==> config.mk <==
export PLATFORM = sky130hd
export DESIGN_NAME = input_port_controller
export DESIGN_NICKNAME = d
export VERILOG_FILES = /design/src/rtl/input_port_controller.sv
export SDC_FILE = /design/constraint.sdc
export NUM_CORES = 1
export LEC_CHECK = 0
export CORE_MARGIN = 1.5
export CORE_UTILIZATION = 40
export CTS_BUF_LIST = sky130_fd_sc_hd__clkbuf_4 sky130_fd_sc_hd__clkbuf_8
export DETAILED_ROUTE_END_ITERATION = 12
export MAX_ROUTING_LAYER = met4
export PLACE_DENSITY = 0.63
export SLEW_MARGIN = 20
export SYNTH_ARGS = -nofsm -noshare
export SYNTH_HDL_FRONTEND = slang
export SYNTH_SLANG_ARGS = --single-unit
==> constraint.sdc <==
create_clock -name clock -period 3 [get_ports clock]
set_input_delay 0.45 -clock clock [delete_from_list [all_inputs] [get_ports clock]]
set_output_delay 0.45 -clock clock [all_outputs]
set_load 0.02 [all_outputs]
==> src/rtl/input_port_controller.sv <==
// Push-button input port: synchronizes and debounces the button, captures the
// switch bank on each press, and hands the word to the processor on in_req.
module input_port_controller #(
    parameter int WIDTH           = 16,
    parameter int DEBOUNCE_CYCLES = 16
) (
    input  logic             clock,
    input  logic             n_reset,
    input  logic             button_in,
    input  logic [WIDTH-1:0] switches,
    input  logic             in_req,
    output logic             data_valid,
    output logic [WIDTH-1:0] data_out,
    output logic             btn_level,
    output logic [7:0]       missed_count
);
    typedef enum logic [1:0] {
        IDLE,
        CAPTURED,
        WAIT_RELEASE
    } state_e;

    localparam logic [15:0] CNT_LIMIT = 16'(DEBOUNCE_CYCLES);

    logic             sync1_q, sync2_q;
    logic [15:0]      cnt_q, cnt_d;
    logic             btn_q, btn_d;
    state_e           state_q, state_d;
    logic             valid_q, valid_d;
    logic [WIDTH-1:0] data_q, data_d;
    logic [7:0]       missed_q, missed_d;
    logic             press, transfer, missed_event;

    // The level flips once the synchronized input has disagreed with it long
    // enough that a clean step shows up 2+DEBOUNCE_CYCLES edges after sampling.
    always_comb begin
        // NOTE: every combinational output gets a default first so no path leaves it unassigned (no latch).
        cnt_d = '0;
        btn_d = btn_q;
        if (sync2_q != btn_q) begin
            if (cnt_q == CNT_LIMIT) begin
                btn_d = ~btn_q;
            end else begin
                cnt_d = cnt_q + 16'd1;
            end
        end
    end

    assign press    = btn_d & ~btn_q;
    assign transfer = in_req & valid_q;

    always_comb begin
        state_d      = state_q;
        valid_d      = valid_q;
        data_d       = data_q;
        missed_event = 1'b0;
        case (state_q)
            IDLE: begin
                if (press) begin
                    data_d  = switches;
                    valid_d = 1'b1;
                    state_d = CAPTURED;
                end
            end
            CAPTURED: begin
                missed_event = press;
                if (transfer) begin
                    valid_d = 1'b0;
                    state_d = btn_d ? WAIT_RELEASE : IDLE;
                end
            end
            WAIT_RELEASE: begin
                missed_event = press;
                if (!btn_d) begin
                    state_d = IDLE;
                end
            end
            default: state_d = IDLE;
        endcase
        missed_d = (missed_event && (missed_q != 8'hFF)) ? missed_q + 8'd1 : missed_q;
    end

    always_ff @(posedge clock or negedge n_reset) begin
        if (!n_reset) begin
            sync1_q  <= 1'b0;
            sync2_q  <= 1'b0;
            cnt_q    <= '0;
            btn_q    <= 1'b0;
            state_q  <= IDLE;
            valid_q  <= 1'b0;
            data_q   <= '0;
            missed_q <= '0;
        end else begin
            // NOTE: state registers use non-blocking assignment so every flop samples pre-edge values.
            sync1_q  <= button_in;
            sync2_q  <= sync1_q;
            cnt_q    <= cnt_d;
            btn_q    <= btn_d;
            state_q  <= state_d;
            valid_q  <= valid_d;
            data_q   <= data_d;
            missed_q <= missed_d;
        end
    end

    assign data_valid   = valid_q;
    assign data_out     = data_q;
    assign btn_level    = btn_q;
    assign missed_count = missed_q;
endmodule

Yosys cells after proc, flatten, opt, wreduce, memory -nomap -nowiden --
Cells that the tools add are included.
Word-level totals: input port bits 20, word-level logic and storage cells 41, register bits after elaboration 46
Cells by class: reduce and logical (&&, ||, !) cells 7, $add $sub $neg 2, multiplexer cells 13, bitwise operators 3, eq/ne operators 8
Operators with widths (count):
- $mux 16 | 2
- $add 16x1->16 const B | 1
- $eq 16x5->1 const B | 1
- $add 8x1->8 const B | 1
- $mux 2 | 4
- $ne 8x8->1 const B | 1
- $ne 2x2->1 const B | 3
- $pmux 2 s3 | 1
- $reduce_and 3->1 | 2
- $mux 1 | 5
- $and 1x1->1 | 2
- $eq 2x1->1 const B | 1
- $eq 2x2->1 const B | 1
- $logic_not 2->1 | 1
- $pmux 1 s2 | 1
- $reduce_and 2->1 | 1
- $reduce_bool 2->1 | 1
- $reduce_or 2->1 | 1
- $logic_and 1x1->1 | 1
- $ne 1x1->1 | 1
- $not 1->1 | 1

Logic depth before layout (Yosys ltp) --
Gate-level depths: netlist of run 1.
word-level depth 6, mapped depth 7

Least setup slack after synthesis of run 1 --
Ideal clock, no wire load.
kind register -> register, start point reg cnt_q[0], end point reg missed_q[1] (netlist: missed_count[1]), path slack 1.201 ns, required time 2.875 ns, clock period less this slack 1.799 ns, stages on the path, launching flop included 7, arrival time 1.675 ns, path through dfrtp_1 inv_1 ha_1 nor4b_4 and3_4 o2111a_2 mux2_2
On the way: longest elaborated chain between the ends 6
Ends and longest elaborated chain:
- start: declaration | RTL line 26 | logic [15:0] cnt_q, cnt_d;
- start signal: assignment | RTL line 97 | cnt_q <= cnt_d;
- $eq 16x5->1 | RTL line 41 | if (cnt_q == CNT_LIMIT) begin
- $mux 1 | RTL line 41
- $mux 1 | RTL line 40 | if (sync2_q != btn_q) begin
- $and 1x1->1 | RTL line 49 | assign press = btn_d & ~btn_q;
- $mux 1 | RTL line 57 | case (state_q)
- $logic_and 1x1->1 | RTL line 80 | missed_d = (missed_event && (missed_q != 8'hFF)) ? missed_q + 8'd1 : missed_q;
- end signal: assignment | RTL line 102 | missed_q <= missed_d;
- end: declaration | RTL line 31 | logic [7:0] missed_q, missed_d;
No other way between the ends. A chain may end at the register's enable or synchronous reset.

Worst setup path after layout of run 1 --
start point reg cnt_q[0], end point reg data_q[11] (netlist: data_out[11])
On the way: longest elaborated chain between the ends 5
Ends and longest elaborated chain:
- $eq 16x5->1 | RTL line 41
- $mux 1 | RTL line 41
- $mux 1 | RTL line 40
- $and 1x1->1 | RTL line 49
- $reduce_and 2->1 (no source line)
- end signal: assignment | RTL line 101 | data_q <= data_d;
- end: declaration | RTL line 30 | logic [WIDTH-1:0] data_q, data_d;
No other way between the ends.

==> tab_implementation.tex, run 1 <==
\begin{tabular}{lr}
\hline
Metric & Value \\
\hline
\multicolumn{2}{l}{\textbf{Status}} \\
Run status & completed \\
\multicolumn{2}{l}{\textbf{Pwr}} \\
Leak & 1.22 nW \\
Power share of the combinational group & 0.094 \\
Worst IR Drop VDD & between 150 and 200 uV \\
Total power per unit cell area & 403 nW/um\^{}2 \\
Pint & between 0.8 and 0.9 mW \\
Sw power & about 0.27 mW \\
Proportion of power drawn by flip-flops and latches & 0.573 \\
Switching part of the total power & 0.240 \\
Portion of total power attributed to the clock network & 0.333 \\
\multicolumn{2}{l}{\textbf{STA}} \\
Worst slew margin relative to its limit & 0.623 \\
PnR worst setup slack & 1060 ps \\
Setup repair after global routing missed its margin & false \\
Final clock skew & 2.48 ps \\
Post-route fraction of the period consumed by the critical path & 0.646 \\
Fmax & 0.516 GHz \\
\# setup viols final & 0 \\
Final-layout setup total negative slack & 0 ps \\
Slew Limit Fails & 0 \\
Transition time at the pin with the least slew margin & $\sim$570 ps \\
Final critical-path required period & 1940 ps \\
Final hold vios & 0 \\
\multicolumn{2}{l}{\textbf{Detailed routing}} \\
Routed wirelength normalized by instance count & 13.1 microns \\
Total number of vias & between 1000 and 1500 \\
Iteration-0 DRC Markers & 43 \\
Total wire length after detailed routing & 3880 microns \\
DRT Pass-1 Iters & 4 \\
DRC viols & 0 \\
Avg Vias per Cell & around 5 \\
Met2 Routed Length & between 1500 and 2000 microns \\
Met1 Routed Length & 1820 microns \\
Highest signal layer in the routed design & met4 \\
Detailed route wirelength on metal3 & 135 microns \\
Detail Route Antenna Nets & 0 \\
\multicolumn{2}{l}{\textbf{Placed design}} \\
Buffers added on ports & 45 \\
Minimum setup slack after placement & approximately 1100 ps \\
Final HPWL DP & 2720 microns \\
Global placer's final weighted congestion & around 0.78 \\
\multicolumn{2}{l}{\textbf{Die}} \\
Vertical extent of the die & about 77 microns \\
Cell Rows & 26 \\
Core ar. & about 5200 sq um \\
Die extent in x & a little under 80 microns \\
Initial standard-cell utilization of the core & 0.422 \\
Total I/O pin count & between 40 and 50 \\
Floorplan die area & 5950 sq um \\
\multicolumn{2}{l}{\textbf{Synthesis}} \\
Area of the mapped netlist & 2200 sq um \\
Number of standard cells after synthesis & 174 \\
Yosys cell types & 34 \\
Number of enable-type register cells in the synthesized netlist & 0 \\
Fraction of the yosys area taken by sequential cells & 0.524 \\
Yosys warns & 0 \\
Number of nets in the synthesized netlist & 200 \\
Mean instance size in the synthesized netlist & 12.6 sq um \\
Most used flip-flop cell after synthesis & sky130\_fd\_sc\_hd\_\_dfrtp\_1 \\
Async SR Flop Fraction & 1.00 \\
Synthesized flop and latch total & 46 \\
\multicolumn{2}{l}{\textbf{Clock network}} \\
Post-CTS sizing & 0 \\
Number of buffers on the longest clock path & 2 \\
Total of hold buffers inserted after clock tree synthesis & 0 \\
Clock Tree Root & sky130\_fd\_sc\_hd\_\_clkbuf\_8 \\
Number of H-tree levels & 2 \\
CTS Buf Count & 5 \\
Clock tree from TritonCTS & done \\
Clock slew seen by the registers of the worst setup and hold paths & roughly 90 ps \\
\# clock sinks & 46 \\
Skew-Pair Late Insertion Delay & 300 ps \\
Post-CTS Repair Setup Buffers & 0 \\
\multicolumn{2}{l}{\textbf{Global route}} \\
Number of antenna violations at the first check in global routing & 0 \\
Number of global-route vias before repair & roughly 1600 \\
Overall track demand over capacity in global routing & 0.154 \\
Maximum number of pins on one net before global-route repair & 47 \\
Sum of overflow across all layers after global routing & 0 \\
Global-route wire length before repair & just over 7000 microns \\
\multicolumn{2}{l}{\textbf{Finish}} \\
Sequential cell area & 1150 sq um \\
Layout Area Growth over Synthesis & 27.7\% \\
Layout cells sized above 1 & 0.173 \\
Count of nets after finishing & 250 \\
Number of antenna cells inserted & 0 \\
Fillers & $\sim$460 \\
Area occupied by multi-input gates & around 1000 sq um \\
\multicolumn{2}{l}{\textbf{Critical path}} \\
Arrival @ worst endpoint & 2130 ps \\
CP max FO & 16 \\
CP cell instances & inv\_1 > ha\_1 > nor4b\_4 > and3\_4 > nand3\_4 > mux2\_4 \\
CP startpoint kind & register \\
Crit path required time & roughly 3200 ps \\
Largest stage delay, worst path & 440 ps \\
Critical Path End Type & register \\
Buffers plus inverters on the worst setup path & 1 \\
Slowest stage cell, crit path & sky130\_fd\_sc\_hd\_\_dfrtp\_1 \\
Worst setup path class & register to register \\
Dominant delay contributor by cell family on the critical path & simple AND/OR/NAND/NOR gates \\
\multicolumn{2}{l}{\textbf{Worst hold path}} \\
Worst hold path class & input port to asynchronous set/reset pin \\
\multicolumn{2}{l}{\textbf{Flow run}} \\
Number of max-cap violations & 0 \\
\hline
\end{tabular}
==> metal layers <==
metal / GRT usage / up-vias
met5: - / -
met4: 0.0491 / 0
met3: 0.0405 / 2
met2: 0.243 / 25
met1: 0.194 / 731
li1: - / 716
==> registers in the layout, indices dropped and copies added (netlist names) <==
name          count
btn_level         1
cnt_q            16
data_out         16
data_valid        1
missed_count      8
state_q           2
sync1_q           1
sync2_q           1
==> power by group through the flow <==
| stage | logic [mW] | clock network (mW) | registers [mW] |
|---|---|---|---|
| floorplan | 0.0311 | 0 | 0.672 |
| global placement | 0.108 | 0 | 0.660 |
| detailed placement | 0.108 | 0 | 0.660 |
| CTS | 0.109 | 0.397 | 0.648 |
| global route | 0.117 | 0.427 | 0.650 |
| finish | 0.107 | 0.377 | 0.647 |
==> placed cells by master (no fill, tap or decap), drive strengths merged <==
cell type / n
nand3: 11
and3: 8
o21ai: 3
buf: 1
xor2: 10
clkinv: 2
inv: 5
and4: 1
nand2b: 1
clkbuf: 5
a21oi: 2
o2bb2ai: 1
nor4: 3
nor3b: 1
nand2: 7
o2111a: 1
mux2: 18
ha: 6
dfrtp: 46
o21a: 1
nor4b: 2
a21boi: 1
nor2: 19
clkdlybuf4s50: 44
nor3: 3
clkinvlp: 1
nand4: 8
xnor2: 12
a211oi: 2
==> Yosys cell counts, types with 3 or more instances <==
cell	count	area share
sky130_fd_sc_hd__nand2_1	7	0.012
sky130_fd_sc_hd__nand3_1	10	0.023
sky130_fd_sc_hd__nor2_1	19	0.032
sky130_fd_sc_hd__xor2_1	10	0.040
sky130_fd_sc_hd__and3_1	6	0.017
sky130_fd_sc_hd__inv_1	5	0.0085
sky130_fd_sc_hd__dfrtp_1	46	0.52
sky130_fd_sc_hd__ha_1	6	0.034
sky130_fd_sc_hd__nand4_1	7	0.020
sky130_fd_sc_hd__xnor2_1	12	0.048
sky130_fd_sc_hd__mux2_4	11	0.075
sky130_fd_sc_hd__nor3_1	3	0.0068
sky130_fd_sc_hd__mux2_2	7	0.036
==> final cells by class <==
class,count,share of cell area
sequential,46,0.410
timing repair buffer,45,0.160
multi-input combinational,121,0.361
clock buffer,5,0.0245
tap,70,0.0312
clock inverter,3,0.00758
inverter,5,0.00668
==> path summary, 6_finish.rpt <==
check	start	end	slack, ps	depth (start not counted)
worst max-delay path	cnt_q[0]$_DFF_PN0_	data_out[11]$_DFFE_PN0P_	1060	6
worst max register to register	cnt_q[0]$_DFF_PN0_	data_out[11]$_DFFE_PN0P_	1060	6
min in group clock	sync1_q$_DFF_PN0_	sync2_q$_DFF_PN0_	360	0
max in group asynchronous	n_reset	cnt_q[9]$_DFF_PN0_	2480	1
worst min-delay path	n_reset	btn_level$_DFF_PN0_	140	1
worst min register to register	sync1_q$_DFF_PN0_	sync2_q$_DFF_PN0_	360	0
==> worst register-to-register path, delay by kind of cell (launching register included) <==
kind,cells,cell delay [ps]
fa+ha+maj,1,150
buf+inv,1,90
flops,1,440
mux,1,390
simple gates,3,770
==> cell families (layout without fill, tap and decap cells) <==
kind of cell | after synthesis | in the layout | synth area share
compound gates | 11 | 11 | 0.0370
xor+xnor | 22 | 22 | 0.0876
fa+ha+maj | 6 | 6 | 0.0341
buf+inv | 7 | 58 | 0.0159
flops | 46 | 46 | 0.524
mux | 18 | 18 | 0.111
simple gates | 64 | 64 | 0.191
==> per-stage QoR <==
stage | utilization | cell area, sq um | power (mW) | hold WS (ps) | cells
3_3_place_gp | 0.522 | 2720 | 0.767 | 337 | 287
5_1_grt | 0.539 | 2810 | 1.19 | 182 | 295
2_1_floorplan | - | 2200 | 0.703 | 154 | 174
3_5_place_dp | 0.522 | 2720 | 0.768 | 337 | 287
4_1_cts | 0.539 | 2810 | 1.15 | 345 | 295
6_report | 0.539 | 2810 | 1.13 | 138 | 295
Note: power is estimated with default switching activity, not from simulation.
==> inputs of run 2 (changes only) <==
==> constraint.sdc (replaced) <==
create_clock -name clock -period 1.8 [get_ports clock]
set_input_delay 0.27 -clock clock [delete_from_list [all_inputs] [get_ports clock]]
set_output_delay 0.27 -clock clock [all_outputs]
set_load 0.02 [all_outputs]
==> run 2 against run 1 <==
The run now ends with setup timing left. Cell area rose by 8.3%. Utilization up 4.5 points. Combinational power increased by 100%. Wire length up 10%. Worst hold slack better by 220 ps. Clock skew rose by 6.2 ps. Sequential share of layout area down 3.1 points. Setup slack got worse by 1100 ps. Clock power increased by 70%. Critical path depth did not move. Via count up 4.4%.
==> tab_implementation.tex, run 2 (synthesized netlist as in run 1, its figures left out) <==
\begin{tabular}{lr}
\hline
Metric & Value \\
\hline
\multicolumn{2}{l}{\textbf{Clock network}} \\
CTS Buf Count & 5 (unchanged) \\
Clock tree from TritonCTS & done \\
Number of H-tree levels & 2 (unchanged) \\
\# clock sinks & 46 (unchanged) \\
Clock slew seen by the registers of the worst setup and hold paths & 90 ps (about the same) \\
Clock Tree Root & sky130\_fd\_sc\_hd\_\_clkbuf\_8 \\
Number of buffers on the longest clock path & 2 (unchanged) \\
Skew-Pair Late Insertion Delay & 300 ps (about the same) \\
\multicolumn{2}{l}{\textbf{Global route}} \\
Sum of overflow across all layers after global routing & 0 (unchanged) \\
Overall track demand over capacity in global routing & 0.161 (+0.00678) \\
Global-route wire length before repair & 7440 microns (+4.2\%) \\
Number of antenna violations at the first check in global routing & 0 (unchanged) \\
Number of global-route vias before repair & 1525 (-2.1\%) \\
Maximum number of pins on one net before global-route repair & 28 (-40\%) \\
\multicolumn{2}{l}{\textbf{Die}} \\
Total I/O pin count & 46 (unchanged) \\
Vertical extent of the die & 77.1 microns (unchanged) \\
Cell Rows & 26 (unchanged) \\
Die extent in x & 77.1 microns (unchanged) \\
Core ar. & 5200 sq um (unchanged) \\
Initial standard-cell utilization of the core & 0.422 (unchanged) \\
Floorplan die area & 5950 sq um (unchanged) \\
\multicolumn{2}{l}{\textbf{STA}} \\
Final hold vios & 0 (unchanged) \\
Post-route fraction of the period consumed by the critical path & 1.00 (+0.357) \\
Setup repair after global routing missed its margin & true \\
Fmax & 0.554 GHz (+7.4\%) \\
Transition time at the pin with the least slew margin & 491 ps (-75.0 ps) \\
Slew Limit Fails & 0 (unchanged) \\
PnR worst setup slack & -5.26 ps (-1070 ps) \\
Final critical-path required period & 1810 ps (-133 ps) \\
Final clock skew & 8.65 ps (+6.18 ps) \\
\# setup viols final & 1 (+1) \\
Worst slew margin relative to its limit & 0.673 (+0.0500) \\
\multicolumn{2}{l}{\textbf{Worst hold path}} \\
Worst hold path startpoint & sync1\_q\$\_DFF\_PN0\_ \\
Cell depth of the worst min-delay path & 0 \\
Worst hold path class & register to register \\
Worst Hold Path EP & sync2\_q\$\_DFF\_PN0\_ \\
\multicolumn{2}{l}{\textbf{Finish}} \\
Number of antenna cells inserted & 0 (unchanged) \\
Count of nets after finishing & 276 (+10\%) \\
Sequential cell area & 1150 sq um (unchanged) \\
Most common cell after layout, fill and taps aside & sky130\_fd\_sc\_hd\_\_dfrtp\_1 \\
Leading cell types in the layout, fill and taps excluded & 46 x sky130\_fd\_sc\_hd\_\_dfrtp\_1, 44 x sky130\_fd\_sc\_hd\_\_clkdlybuf4s50\_1, 22 x sky130\_fd\_sc\_hd\_\_buf\_4, 19 x sky130\_fd\_sc\_hd\_\_nor2\_1 \\
Post-Route Utilization & 0.584 (+0.0447) \\
Area occupied by multi-input gates & 1020 sq um (+0.87\%) \\
Layout cells sized above 1 & 0.263 (+0.0896) \\
Count of non-filler cells in the finished layout & 321 (+8.8\%) \\
Layout Area Growth over Synthesis & 38.3\% \\
Fillers & 439 (-5.2\%) \\
\multicolumn{2}{l}{\textbf{Placed design}} \\
Cell total after placement & 308 (+7.3\%) \\
Final HPWL DP & 3100 microns (+14\%) \\
Global placer's final weighted congestion & 0.740 (-4.7\%) \\
Buffers added on ports & 45 (unchanged) \\
\multicolumn{2}{l}{\textbf{Pwr}} \\
Leak & 1.37 nW (+12\%) \\
Worst IR Drop VDD & 468 uV (+150\%) \\
Total power per unit cell area & 635 nW/um\^{}2 (+58\%) \\
\multicolumn{2}{l}{\textbf{Detailed routing}} \\
Avg Vias per Cell & 4.79 (-4.0\%) \\
Total number of vias & 1539 (+4.4\%) \\
Iteration-0 DRC Markers & 22 (-49\%) \\
Routed wirelength normalized by instance count & 13.3 microns (+1.4\%) \\
DRC viols & 0 (unchanged) \\
Detail Route Antenna Nets & 0 (unchanged) \\
DRT Pass-1 Iters & 4 (unchanged) \\
Total wire length after detailed routing & 4280 microns (+10\%) \\
\multicolumn{2}{l}{\textbf{Critical path}} \\
Buffers plus inverters on the worst setup path & 1 (unchanged) \\
Worst setup path class & register to register \\
Critical Path End Type & register \\
CP startpoint kind & register \\
Endpoint of the lowest-slack register-to-register path & missed\_count[1]\$\_DFFE\_PN0P\_ \\
Dominant delay contributor by cell family on the critical path & simple AND/OR/NAND/NOR gates \\
Depth of the worst register-to-register path & 6 (unchanged) \\
Largest stage delay, worst path & 390 ps (-50 ps) \\
CP cell instances & inv\_1 > ha\_2 > nor4b\_4 > and3\_4 > o2111a\_2 > mux2\_4 \\
Register-to-Register Setup Slack & -5 ps (-1070 ps) \\
Slowest stage cell, crit path & sky130\_fd\_sc\_hd\_\_dfrtp\_1 \\
Crit path required time & 1990 ps (-1200 ps) \\
Arrival @ worst endpoint & 1990 ps (-140 ps) \\
Launching point of the worst reg2reg path & cnt\_q[1]\$\_DFF\_PN0\_ \\
CP max FO & 5 (-11) \\
\multicolumn{2}{l}{\textbf{Status}} \\
Failing checks & setup timing \\
Run status & complete, but fails checks \\
\multicolumn{2}{l}{\textbf{Flow run}} \\
Number of max-cap violations & 0 (unchanged) \\
\hline
\end{tabular}
## run 2: layout make-up
cell class | instances | share of cell area
sequential | 46 | 0.379
timing repair buffer | 71 | 0.221
clock buffer | 6 | 0.0251
tap | 70 | 0.0288
clock inverter | 2 | 0.00453
inverter | 5 | 0.00617
multi-input combinational | 121 | 0.336
## run 2: power by group
part	leakage [nW]	switching, mW	internal [mW]
clock network	0.0486	0.352	0.290
logic	0.725	0.0917	0.124
registers	0.593	0.0149	1.06
## run 2: routing by layer
metal / vias up / wire length, microns / global-route usage
li1: 761 / - / -
met1: 742 / 2000 / 0.203
met2: 31 / 2090 / 0.256
met3: 5 / 155 / 0.0476
met4: 0 / 38 / 0.0382
met5: - / 0 / -
## run 2: worst reg2reg max path, cell delays in order (launching register included)
cell	delay (ps)
sky130_fd_sc_hd__dfrtp_1	390
sky130_fd_sc_hd__inv_1	70
sky130_fd_sc_hd__ha_2	160
sky130_fd_sc_hd__nor4b_4	260
sky130_fd_sc_hd__and3_4	250
sky130_fd_sc_hd__o2111a_2	270
sky130_fd_sc_hd__mux2_4	310
## run 2: timing repair
item / CTS / global route
setup buffers: 2 / 2
gates resized for setup: 1 / 4
endpoints found under the hold margin: 19 / 0
pin swaps: 1 / 2
hold buffers: 1 / 0
endpoints found under the setup margin: 1 / 25
## run 2: worst max-delay path by stage
stage	startpoint	slack, ps	cells after the start	endpoint
finish	cnt_q[1]$_DFF_PN0_	-5	6	missed_count[1]$_DFFE_PN0P_
global route	cnt_q[1]$_DFF_PN0_	-70	7	state_q[0]$_DFFE_PN0P_
CTS	cnt_q[0]$_DFF_PN0_	20	8	missed_count[2]$_DFFE_PN0P_
detailed placement	cnt_q[1]$_DFF_PN0_	-10	6	missed_count[1]$_DFFE_PN0P_
global placement	cnt_q[0]$_DFF_PN0_	40	6	missed_count[1]$_DFFE_PN0P_
floorplan	cnt_q[0]$_DFF_PN0_	0.6	6	missed_count[1]$_DFFE_PN0P_
## run 2: per-stage QoR
stage	setup WS [ps]	power [mW]	setup TNS [ps]	hold WS [ps]	cell area, sq um
floorplan	0.625	1.17	0	-25.6	2200
global placement	36.6	1.30	0	256	2900
detailed placement	-10.7	1.30	-10.7	257	2900
CTS	15.8	1.95	0	363	3020
global route	-70.7	2.02	-847	364	3040
finish	-5.26	1.93	-5.26	358	3040
==> inputs of run 3 (changes only) <==
--- a/config.mk
+++ b/config.mk
@@ -6,11 +6,11 @@
 export NUM_CORES = 1
 export LEC_CHECK = 0
 export CORE_MARGIN = 1.5
-export CORE_UTILIZATION = 40
+export CORE_UTILIZATION = 50
 export CTS_BUF_LIST = sky130_fd_sc_hd__clkbuf_4 sky130_fd_sc_hd__clkbuf_8
 export DETAILED_ROUTE_END_ITERATION = 12
 export MAX_ROUTING_LAYER = met4
-export PLACE_DENSITY = 0.63
+export PLACE_DENSITY = 0.76
 export SLEW_MARGIN = 20
 export SYNTH_ARGS = -nofsm -noshare
 export SYNTH_HDL_FRONTEND = slang
==> run 3 against run 2 <==
The flow still finishes with violations (setup timing). Via count increased by 7.7%. Non-clock buffer count shrank 3. Power is 16% higher. Flip-flop and latch count unchanged. Wire length increased by 20%. Clock skew fell by 2.6 ps. Register-to-register slack worse by 30 ps. Sequential share of layout area fell by 0.42 points. Worst hold slack worse by 8.2 ps. Combinational power rose by 2%. Clock-buffer cell count is the same.
==> tab_implementation.tex, run 3 (synthesized netlist as in run 1, its figures left out) <==
\begin{tabular}{lr}
\hline
Metric & Value \\
\hline
\multicolumn{2}{l}{\textbf{Finish}} \\
Layout cells sized above 1 & 0.258 (-0.00488) \\
Area occupied by multi-input gates & 1040 sq um (+1.6\%) \\
Fillers & 268 (-39\%) \\
Post-Route Utilization & 0.747 (+0.163) \\
Final std cell area, no fill & 3070 sq um (+1.1\%) \\
Most common cell after layout, fill and taps aside & sky130\_fd\_sc\_hd\_\_dfrtp\_1 \\
Sequential cell area & 1150 sq um (unchanged) \\
Layout Area Growth over Synthesis & 39.8\% \\
Number of antenna cells inserted & 0 (unchanged) \\
Leading cell types in the layout, fill and taps excluded & 46 x sky130\_fd\_sc\_hd\_\_dfrtp\_1, 44 x sky130\_fd\_sc\_hd\_\_clkdlybuf4s50\_1, 19 x sky130\_fd\_sc\_hd\_\_nor2\_1, 18 x sky130\_fd\_sc\_hd\_\_buf\_4 \\
Count of nets after finishing & 273 (-1.1\%) \\
\multicolumn{2}{l}{\textbf{Die}} \\
Vertical extent of the die & 69.3 microns (-10\%) \\
Die extent in x & 69.3 microns (-10\%) \\
Cell Rows & 23 (-12\%) \\
Initial standard-cell utilization of the core & 0.534 (+0.112) \\
Core ar. & 4120 sq um (-21\%) \\
Floorplan die area & 4800 sq um (-19\%) \\
Total I/O pin count & 46 (unchanged) \\
\multicolumn{2}{l}{\textbf{STA}} \\
Final clock skew & 6.03 ps (-2.63 ps) \\
Fmax & 0.544 GHz (-1.7\%) \\
Slew Limit Fails & 0 (unchanged) \\
Setup repair after global routing missed its margin & true \\
\# setup viols final & 2 (+1) \\
Final critical-path required period & 1840 ps (+31.8 ps) \\
PnR worst setup slack & -37.0 ps (-31.8 ps) \\
Transition time at the pin with the least slew margin & 585 ps (+94.5 ps) \\
Worst slack on hold paths & 350 ps (-8.17 ps) \\
Final hold vios & 0 (unchanged) \\
Worst slew margin relative to its limit & 0.610 (-0.0630) \\
Post-route fraction of the period consumed by the critical path & 1.02 (+0.0176) \\
\multicolumn{2}{l}{\textbf{Pwr}} \\
Total power per unit cell area & 726 nW/um\^{}2 (+14\%) \\
Switching part of the total power & 0.205 (-0.0326) \\
Pint & 1.77 mW (+21\%) \\
Leak & 1.39 nW (+1.6\%) \\
Sw power & 0.458 mW (-0.26\%) \\
Worst IR Drop VDD & 655 uV (+40\%) \\
Total Power & 2.23 mW (+16\%) \\
Portion of total power attributed to the clock network & 0.420 (+0.088) \\
Power share of the combinational group & 0.099 (-0.013) \\
Proportion of power drawn by flip-flops and latches & 0.482 (-0.074) \\
\multicolumn{2}{l}{\textbf{Worst hold path}} \\
Worst hold path class & register to register \\
Worst hold path startpoint & sync1\_q\$\_DFF\_PN0\_ \\
Worst Hold Path EP & sync2\_q\$\_DFF\_PN0\_ \\
Cell depth of the worst min-delay path & 0 (unchanged) \\
\multicolumn{2}{l}{\textbf{Detailed routing}} \\
Total wire length after detailed routing & 5120 microns (+20\%) \\
Routed wirelength normalized by instance count & 17.2 microns (+29\%) \\
Detail Route Antenna Nets & 0 (unchanged) \\
Iteration-0 DRC Markers & 106 (+380\%) \\
DRT Pass-1 Iters & 4 (unchanged) \\
DRC viols & 0 (unchanged) \\
Total number of vias & 1657 (+7.7\%) \\
Avg Vias per Cell & 5.56 (+16\%) \\
\multicolumn{2}{l}{\textbf{Clock network}} \\
Clock tree from TritonCTS & done \\
\# clock sinks & 46 (unchanged) \\
Number of H-tree levels & 2 (unchanged) \\
Clock slew seen by the registers of the worst setup and hold paths & 80 ps (about the same) \\
Skew-Pair Late Insertion Delay & 300 ps (about the same) \\
Number of buffers on the longest clock path & 2 (unchanged) \\
Clock Tree Root & sky130\_fd\_sc\_hd\_\_clkbuf\_8 \\
CTS Buf Count & 5 (unchanged) \\
\multicolumn{2}{l}{\textbf{Placed design}} \\
Global placer's final weighted congestion & 0.842 (+14\%) \\
Post-DP Area & 2850 sq um (-1.6\%) \\
Final HPWL DP & 3510 microns (+13\%) \\
Buffers added on ports & 45 (unchanged) \\
\multicolumn{2}{l}{\textbf{Global route}} \\
Number of antenna violations at the first check in global routing & 0 (unchanged) \\
Maximum number of pins on one net before global-route repair & 25 (-11\%) \\
Sum of overflow across all layers after global routing & 0 (unchanged) \\
Overall track demand over capacity in global routing & 0.228 (+0.0671) \\
Global-route wire length before repair & 8430 microns (+13\%) \\
Number of global-route vias before repair & 1707 (+12\%) \\
\multicolumn{2}{l}{\textbf{Critical path}} \\
Largest stage delay, worst path & 390 ps (about the same) \\
Worst setup path class & register to register \\
Launching point of the worst reg2reg path & cnt\_q[1]\$\_DFF\_PN0\_ \\
Register-to-Register Setup Slack & -40 ps (-30 ps) \\
CP startpoint kind & register \\
Endpoint of the lowest-slack register-to-register path & state\_q[1]\$\_DFFE\_PN0P\_ \\
Critical Path End Type & register \\
Arrival @ worst endpoint & 2020 ps (+30 ps) \\
Depth of the worst register-to-register path & 7 (+1) \\
Slowest stage cell, crit path & sky130\_fd\_sc\_hd\_\_dfrtp\_1 \\
CP cell instances & inv\_1 > ha\_1 > nor4b\_4 > nand4\_4 > mux2\_4 > a211oi\_2 > o21ai\_1 \\
CP max FO & 4 (-1) \\
Crit path required time & 1980 ps (about the same) \\
\multicolumn{2}{l}{\textbf{Status}} \\
Failing checks & setup timing \\
Run status & complete, but fails checks \\
\multicolumn{2}{l}{\textbf{Flow run}} \\
Number of max-cap violations & 0 (unchanged) \\
\hline
\end{tabular}
-- run 3: cell types whose count changed in the layout (fill, tap and decap cells not counted), sizes merged --
cell    change
buf         -3
bufinv      +2
clkinv      -2
-- run 3: critical path, delay by kind of cell, from the launching register on --
family                     cells  cell delay [ps]
buffers and inverters          1               70
DFF                            1              390
AOI/OAI and AO/OA              2              320
muxes                          1              370
adders and majority gates      1              150
and+or+nand+nor                2              430
-- run 3: final cells by class --
class,count,area share
Inverter,5,0.00611
Sequential cell,46,0.374
Clock inverter,2,0.0195
Tap cell,50,0.0204
Timing Repair Buffer,68,0.215
Clock buffer,6,0.0269
Multi-Input combinational cell,121,0.337
-- run 3: power groups by stage --
stage                     Combinational [mW]  Clock [mW]  Sequential (mW)
final                                  0.220       0.936             1.07
after global routing                   0.237       0.985             1.08
after CTS                              0.218       0.948             1.07
after detailed placement               0.211           0             1.09
after global placement                 0.204           0             1.09
after floorplan                       0.0518           0             1.12
-- run 3: how the worst max path moves through the flow --
stage,cells past startpoint,end,startpoint
2_1_floorplan,6,missed_count[1]$_DFFE_PN0P_,cnt_q[0]$_DFF_PN0_
3_3_place_gp,6,data_out[11]$_DFFE_PN0P_,cnt_q[0]$_DFF_PN0_
3_5_place_dp,6,data_out[8]$_DFFE_PN0P_,cnt_q[1]$_DFF_PN0_
4_1_cts,7,state_q[1]$_DFFE_PN0P_,cnt_q[1]$_DFF_PN0_
5_1_grt,7,state_q[1]$_DFFE_PN0P_,cnt_q[1]$_DFF_PN0_
6_report,7,state_q[1]$_DFFE_PN0P_,cnt_q[1]$_DFF_PN0_
-- run 3: layer usage --
metal	vias up	wire, microns	global-route usage	part of all wire
met3	10	198	0.0451	0.039
met1	827	2060	0.275	0.40
met2	59	2770	0.384	0.54
li1	761	-	-	-
met5	-	0	-	0
met4	0	93	0.0806	0.018
-- run 3: what timing repair did --
| action | in CTS | in global routing |
|---|---|---|
| cloned | 0 | 0 |
| endpoints found under the hold margin | 23 | 0 |
| endpoints found under the setup margin | 18 | 25 |
| hold buffers | 1 | 0 |
| setup buffers | 2 | 2 |
| pin swaps | 1 | 5 |
| resized for setup | 2 | 5 |
-- run 3: through the flow --
step,cells,TNS (ps),setup slack [ps]
6_report,298,-64.4,-37.0
5_1_grt,298,-1000,-127
4_1_cts,296,0,5.02
3_5_place_dp,285,-857,-64.9
3_3_place_gp,285,0,15.2
2_1_floorplan,174,0,0.625
